--- src/rtl/spi_reg_bridge.sv ---
// SPI mode-0 slave that decodes command frames into parallel port-register bus cycles.
// Optional `SPI_BRIDGE_ADDR_CHECK_EN restricts regSel to the four port registers and blocks writes to 1110.
module spi_reg_bridge #(
  parameter int unsigned SYNC_STAGES = 2,
  parameter int unsigned EN_CYCLES   = 2
) (
  input  logic       clk,
  input  logic       rst,
  input  logic       sclk,
  input  logic       cs_n,
  input  logic       mosi,
  output logic       miso,
  output logic       bus_en,
  output logic       bus_rw,
  output logic [3:0] bus_sel,
  output logic [7:0] bus_wdata,
  output logic       bus_wdata_oe,
  input  logic [7:0] bus_rdata,
  output logic       busy,
  output logic       frame_err
);

  typedef enum logic [3:0] {
    IDLE, CMD, RD_SETUP, RD_STROBE, RD_HOLD, RD_SHIFT,
    WR_DATA, WR_SETUP, WR_STROBE, WR_HOLD, DONE
  } state_t;

  localparam logic [1:0] EN_LAST = 2'(EN_CYCLES - 1);

  state_t                 state;
  logic [SYNC_STAGES-1:0] sclk_sync, cs_sync, mosi_sync;
  logic                   sclk_prev, cs_prev;
  logic                   sclk_s, cs_s, mosi_s;
  logic                   rise, fall, cs_fall;
  logic [4:0]             cnt;
  logic [7:0]             rx, tx;
  logic [3:0]             sel;
  logic [1:0]             ecnt;
  logic                   miso_q;
  logic                   cmd_ok, addr_ok;

  assign sclk_s  = sclk_sync[SYNC_STAGES-1];
  assign cs_s    = cs_sync[SYNC_STAGES-1];
  assign mosi_s  = mosi_sync[SYNC_STAGES-1];
  assign rise    = sclk_s & ~sclk_prev;
  assign fall    = ~sclk_s & sclk_prev;
  assign cs_fall = ~cs_s & cs_prev;
  assign busy    = (state != IDLE);
  // Gate with the raw chip select so MISO is low as soon as the master deselects.
  assign miso    = miso_q & ~cs_n;

  always_comb begin
    cmd_ok = (rx[6:4] == 3'b000);
`ifdef SPI_BRIDGE_ADDR_CHECK_EN
    addr_ok = (rx[3:0] inside {4'b1110, 4'b1101, 4'b1011, 4'b0111}) &&
              !(!rx[7] && (rx[3:0] == 4'b1110));
`else
    addr_ok = 1'b1;
`endif
  end

  always_ff @(posedge clk or negedge rst) begin
    if (!rst) begin
      sclk_sync <= '0;
      cs_sync   <= '1;
      mosi_sync <= '0;
      sclk_prev <= 1'b0;
      cs_prev   <= 1'b1;
      cnt       <= '0;
      rx        <= '0;
    end else begin
      sclk_sync <= {sclk_sync[SYNC_STAGES-2:0], sclk};
      cs_sync   <= {cs_sync[SYNC_STAGES-2:0], cs_n};
      mosi_sync <= {mosi_sync[SYNC_STAGES-2:0], mosi};
      sclk_prev <= sclk_s;
      cs_prev   <= cs_s;
      if (cs_fall) begin
        cnt <= '0;
        rx  <= '0;
      end else if (rise && !cs_s) begin
        rx <= {rx[6:0], mosi_s};
        if (cnt != 5'd31) cnt <= cnt + 5'd1;
      end
    end
  end

  always_ff @(posedge clk or negedge rst) begin
    if (!rst) begin
      state        <= IDLE;
      bus_en       <= 1'b0;
      bus_rw       <= 1'b0;
      bus_sel      <= '1;
      bus_wdata    <= '0;
      bus_wdata_oe <= 1'b0;
      frame_err    <= 1'b0;
      miso_q       <= 1'b0;
      tx           <= '0;
      sel          <= '1;
      ecnt         <= '0;
    end else begin
      frame_err <= 1'b0;
      case (state)
        IDLE: begin
          miso_q <= 1'b0;
          tx     <= '0;
          if (!cs_s) state <= CMD;
        end
        CMD: begin
          if (cs_s) begin
            state <= IDLE;
          end else if (cnt == 5'd8) begin
            sel <= rx[3:0];
            if (!cmd_ok) begin
              frame_err <= 1'b1;
              state     <= DONE;
            end else if (!addr_ok) begin
              // Rejected reads still clock out a frame, returning all ones.
              frame_err <= 1'b1;
              if (rx[7]) begin
                tx    <= 8'hFF;
                state <= RD_SHIFT;
              end else begin
                state <= DONE;
              end
            end else if (rx[7]) begin
              bus_sel <= rx[3:0];
              bus_rw  <= 1'b1;
              state   <= RD_SETUP;
            end else begin
              state <= WR_DATA;
            end
          end
        end
        RD_SETUP: begin
          bus_en <= 1'b1;
          ecnt   <= '0;
          state  <= RD_STROBE;
        end
        RD_STROBE: begin
          if (ecnt == EN_LAST) begin
            bus_en <= 1'b0;
            tx     <= bus_rdata;
            state  <= RD_HOLD;
          end else begin
            ecnt <= ecnt + 2'd1;
          end
        end
        RD_HOLD: begin
          bus_sel <= '1;
          bus_rw  <= 1'b0;
          state   <= cs_s ? IDLE : RD_SHIFT;
        end
        RD_SHIFT: begin
          if (cs_s) begin
            miso_q <= 1'b0;
            state  <= IDLE;
          end else if (cnt >= 5'd24) begin
            miso_q <= 1'b0;
            state  <= DONE;
          end else if (fall && (cnt >= 5'd16)) begin
            miso_q <= tx[7];
            tx     <= {tx[6:0], 1'b0};
          end
        end
        WR_DATA: begin
          if (cs_s) begin
            state <= IDLE;
          end else if (cnt == 5'd16) begin
            bus_sel      <= sel;
            bus_rw       <= 1'b0;
            bus_wdata    <= rx;
            bus_wdata_oe <= 1'b1;
            state        <= WR_SETUP;
          end
        end
        WR_SETUP: begin
          bus_en <= 1'b1;
          ecnt   <= '0;
          state  <= WR_STROBE;
        end
        WR_STROBE: begin
          if (ecnt == EN_LAST) begin
            bus_en <= 1'b0;
            state  <= WR_HOLD;
          end else begin
            ecnt <= ecnt + 2'd1;
          end
        end
        WR_HOLD: begin
          bus_sel      <= '1;
          bus_wdata_oe <= 1'b0;
          state        <= cs_s ? IDLE : DONE;
        end
        DONE: begin
          miso_q <= 1'b0;
          if (cs_s) state <= IDLE;
        end
        default: state <= IDLE;
      endcase
    end
  end

endmodule
--- config.mk ---
export PLATFORM = sky130hd
export DESIGN_NAME = spi_reg_bridge
export DESIGN_NICKNAME = d
export VERILOG_FILES = /design/src/rtl/spi_reg_bridge.sv
export SDC_FILE = /design/constraint.sdc
export NUM_CORES = 1
export LEC_CHECK = 0
export ABC_AREA = 0
export CAP_MARGIN = 20
export CORE_MARGIN = 2
export CORE_UTILIZATION = 53
export CTS_BUF_LIST = sky130_fd_sc_hd__clkbuf_8
export DETAILED_ROUTE_END_ITERATION = 10
export HOLD_SLACK_MARGIN = 0.1
export PLACE_DENSITY = 0.91
export SKIP_CTS_REPAIR_TIMING = 1
export SLEW_MARGIN = 0
export SYNTH_ARGS = -nofsm -noshare
export SYNTH_HDL_FRONTEND = slang
export SYNTH_SLANG_ARGS = --single-unit
--- constraint.sdc ---
create_clock -name clk -period 1.8 [get_ports clk]
set_input_delay 0.36 -clock clk [delete_from_list [all_inputs] [get_ports clk]]
set_output_delay 0.36 -clock clk [all_outputs]
set_load 0.05 [all_outputs]
* After elaboration in Yosys (flattened, before gate mapping)
Cells that the tools add are included.
Operators by class: add/sub/neg operators 2, order comparisons 2, equality and inequality tests 33, mux-type cells 54, bitwise operators 8, reductions and logical operators 29
Operators with widths (count):
- two-way mux 4 bit | 18
- two-way mux 8 bit | 6
- one-hot mux 4 bit (11 select lines) | 1
- != test 2 bit, second input constant | 14
- one-hot mux 8 bit (3 select lines) | 1
- AND reduction 7 bit | 3
- equality test 4 x 3 -> 1 bit, second input constant | 4
- two-way mux 1 bit | 16
- two-way mux 5 bit | 3
- equality test 4 bit, second input constant | 3
- one-hot mux 4 bit (3 select lines) | 1
- greater-or-equal comparator 5 bit, second input constant | 2
- nonzero test 2 bit | 5
- != test 3 bit, second input constant | 3
- AND reduction 3 bit | 3
- nonzero test 3 bit | 3
- equality test 4 x 2 -> 1 bit, second input constant | 2
- AND reduction 2 bit | 4
- OR reduction 2 bit | 4
- two-way mux 3 bit | 2
- one-hot mux 1 bit (2 select lines) | 3
- adder 5 x 1 -> 5 bit, second input constant | 1
- equality test 5 x 4 -> 1 bit, second input constant | 1
- equality test 5 bit, second input constant | 1
- 17 further kinds | 24
Storage, ports and cells: bits in registers 56, logic and storage cells 146

* Logic depth before layout (Yosys ltp)
word-level depth 7, gate-level depth with buffers 7

* Worst setup path before layout
OpenSTA, ideal clock, no wires.
path kind flip-flop to flip-flop, from reg state[3], to reg tx[1], library setup time 125 ps, data arrival time 1814 ps, path slack -139 ps, cell stages (with the launch flop) 5, path buffers 1, clock period less this slack 1939 ps, cell sequence dfrtp_1 > buf_6 > or4_4 > a32oi_4 > mux2_4
On the way: longest elaborated chain between the ends 3, elaborated cells between the ends (all ways) 10
Ends and longest elaborated chain:
- from (decl) | line 30 | state_t state;
- from (signal assigned) | line 151 | state <= cs_s ? IDLE : RD_SHIFT;
- from (signal assigned) | line 192 | state <= cs_s ? IDLE : DONE;
- equality test 4 x 3 -> 1 bit, or another cell as far along | line 102 | case (state)
- != test 2 bit (no source line) or nonzero test 3 bit (tied branches)
- AND reduction 5 bit (no source line)
- to (signal assigned) | line 142 | tx <= bus_rdata;
- to (signal assigned) | line 162 | tx <= {tx[6:0], 1'b0};
- to (decl) | line 36 | logic [7:0] rx, tx;
Several ways; a longest one is shown, not always the timed one. A chain may end at the register's enable or synchronous reset.

* Final worst setup path
from reg state[2], to out busy
On the way: longest elaborated chain between the ends 1
Ends and longest elaborated chain:
- nonzero test 4 bit | line 48 | assign busy = (state != IDLE);
- to (decl) | line 19 | output logic busy,
Every way passes these cells.

==> flow_metrics.tcl <==
set metrics [dict create \
    grt_use_total 0.217 \
    coreArea_um2 5140 \
    ir_worst_vdd_v 0.000636 \
    fill_cells 348 \
    synth.area.top_cells "dfrtp_1 40%, dfstp_2 10%, mux2_1 6.3%" \
    worstPathArrival_ps 1680 \
    grt_pass1_wl_um 10400 \
    io_pins 31 \
    synth_edf_count 0 \
    antenna_cells 0 \
    end_kind "primary output" \
    ys_types 58 \
    p_leak_uw 0.00168 \
    power_density_nw_per_um2 1300 \
    wl_per_cell_um 18.5 \
    fin_ws_ps -241 \
    cts-buffers-inserted 5 \
    fmax_ghz 0.490 \
    syn_inst 243 \
    violations "setup timing" \
    fin_crit_ps 2040 \
    crit_family "buffers and inverters" \
    max_cap_violations 0 \
    crit_path_top_delay_cell "or4_4" \
    postPlaceCellArea_um2 3390 \
    cp_cell_sequence "buf_4 > or4_4 > buf_4 > buf_6" \
    yosysTopAreaCell "dfrtp_1" \
    ys_seq_area_frac 0.497 \
    num_rows 26 \
    crit_buf_inv 3 \
    worst_pin_slew_ps 904 \
    grt_max_degree 57 \
    synth-async-reset-ratio 1.00 \
    grt_pass1_vias 2146 \
    cp_max_fo 5 \
    hp-class "register to register" \
    antenna_found_initial 0 \
    setup_violations 23 \
    ant_nets 0 \
    clock_sinks 56 \
    ys.flop_type "dfrtp_1" \
    clockBufferDepth 2 \
    relSlewSlack 0.396 \
    root_buffer "clkbuf_8" \
    fin_setup_tns_ps -2520 \
    first_pass_iters 5 \
    crit_top_cell "buf_4" \
    cp-start-kind "register" \
    syn-num-nets 260 \
    portBuffers 30 \
    crit_type "register to primary output" \
    cts_tree "yes" \
    syn2layout_area_growth_pct 30.4 \
    mostFrequentLayoutCell "dfrtp_1" \
    dieArea_um2 5970 \
    ys_warn_count 0 \
    die_h_um 77.3 \
    regArea_um2 1420 \
    finalHoldViolations 0 \
    grt_setup_unrepaired "true" \
    status "complete, but fails checks" \
    grt_overflow 0 \
    syn_avg_cell_area_um2 11.7 \
    clk_pin_slew_ps 110 \
    post-dp-hpwl_um 4000 \
    drt-total-wl_um 6890 \
    numPlacedInstances 358 \
    gp_congestion 0.849 \
    skew_ps 13.2 \
    multiInputGateArea_um2 1480 \
    required_ps 1440 \
    start_util 0.554 \
    dp_worst_setup_slack_ps -85.4 \
    drc 0 \
    fin_nets 318 \
    htree_levels 2 \
    final_area_um2 3710 \
    synth_seq_cells 56 \
    finalMaxSlewViolations 0 \
    vias_per_cell 6.04 \
    clock_latency_ps 320 \
    synth.top_cell.area_share 0.396 \
    die_w_um 77.3 \
    syn_area_um2 2850 \
    stdcell_count 372 \
    max_stage_delay_ps 460 \
    finalCritPeriodShare 1.13 \
    vias 2247 \
    drtIter0Drc 243 \
    final_layout_size_suffix_gt1_frac 0.371 \
    final_cell_mix "45 x dfrtp_1, 41 x buf_4, 19 x mux2_4, 18 x nor2_1, 14 x o21ai_0" \
]
[flip-flops by register name, indices dropped and copies added, names as in the netlist]
signal,count
frame_err,1
bus_wdata_oe,1
bus_wdata,8
miso_q,1
sclk_sync,2
state,4
ecnt,2
tx,8
cs_prev,1
sel,4
sclk_prev,1
rx,8
mosi_sync,2
cs_sync,2
bus_rw,1
bus_sel,4
cnt,5
bus_en,1
[per-stage QoR]
step                      power (µW)  utilization  hold WS, ps
final                           4820        0.722          354
after detailed placement        3660        0.659          342
after global routing            5020        0.722          365
after floorplan                 3040            -         64.4
after CTS                       4550        0.683         42.0
after global placement          3590        0.659          332
[cell usage after synthesis, drive strengths merged (2+ instances only)]
cell / count
nand4: 2
clkbuf: 6
dfrtp: 45
dfstp: 11
nand2b: 9
nor4b: 3
a31oi: 2
a22o: 6
a32oi: 2
a211oi: 2
a2bb2oi: 3
buf: 6
mux2i: 13
nand2: 10
nor3b: 5
inv: 10
xor2: 3
nand3: 6
nand3b: 2
nor2b: 4
or4: 2
nor2: 19
and3: 2
ha: 4
mux2: 24
o21ai: 15
a21oi: 7
and4bb: 2
[power by group]
| group | switching [µW] | internal (µW) | total [µW] |
|---|---|---|---|
| Sequential | 145 | 1460 | 1610 |
| Combinational | 1200 | 1130 | 2330 |
| Clock | 419 | 455 | 874 |
[layer usage]
metal | GRT usage | wire, µm | up-vias
li1 | - | - | 991
met5 | 0 | 0 | -
met1 | 0.284 | 2890 | 1137
met3 | 0.0482 | 406 | 16
met4 | 0.0804 | 159 | 0
met2 | 0.353 | 3430 | 103
[worst paths after layout]
path / startpoint / to / slack, ps / depth (start not counted)
max: state[2] / busy / -240 / 4
min: mosi_sync[0] / mosi_sync[1] / 350 / 0
max reg2reg: state[2] / state[3] / -240 / 5
min reg2reg: mosi_sync[0] / mosi_sync[1] / 350 / 0
max in group asynchronous: rst / bus_sel[0] / 940 / 3
min in group asynchronous: rst / state[2] / 570 / 3
[layout make-up]
type,instances,share of cell area
clock buffers,6,0.0222
flip-flops and latches,56,0.381
inverters,10,0.0101
multi-input cells,165,0.399
well taps,70,0.0236
clock inverters,2,0.0104
repair buffers,63,0.153
[logic make-up (layout without fill, tap and decap cells)]
kind of cell / Yosys count / count (layout) / synth area share
compound gates: 48 / 48 / 0.122
xor+xnor: 4 / 4 / 0.0123
fa+ha+maj: 4 / 4 / 0.0176
buf+inv: 22 / 81 / 0.0334
flops: 56 / 56 / 0.497
mux: 37 / 37 / 0.151
simple gates: 72 / 72 / 0.167
(Power assumes the default switching activity.)
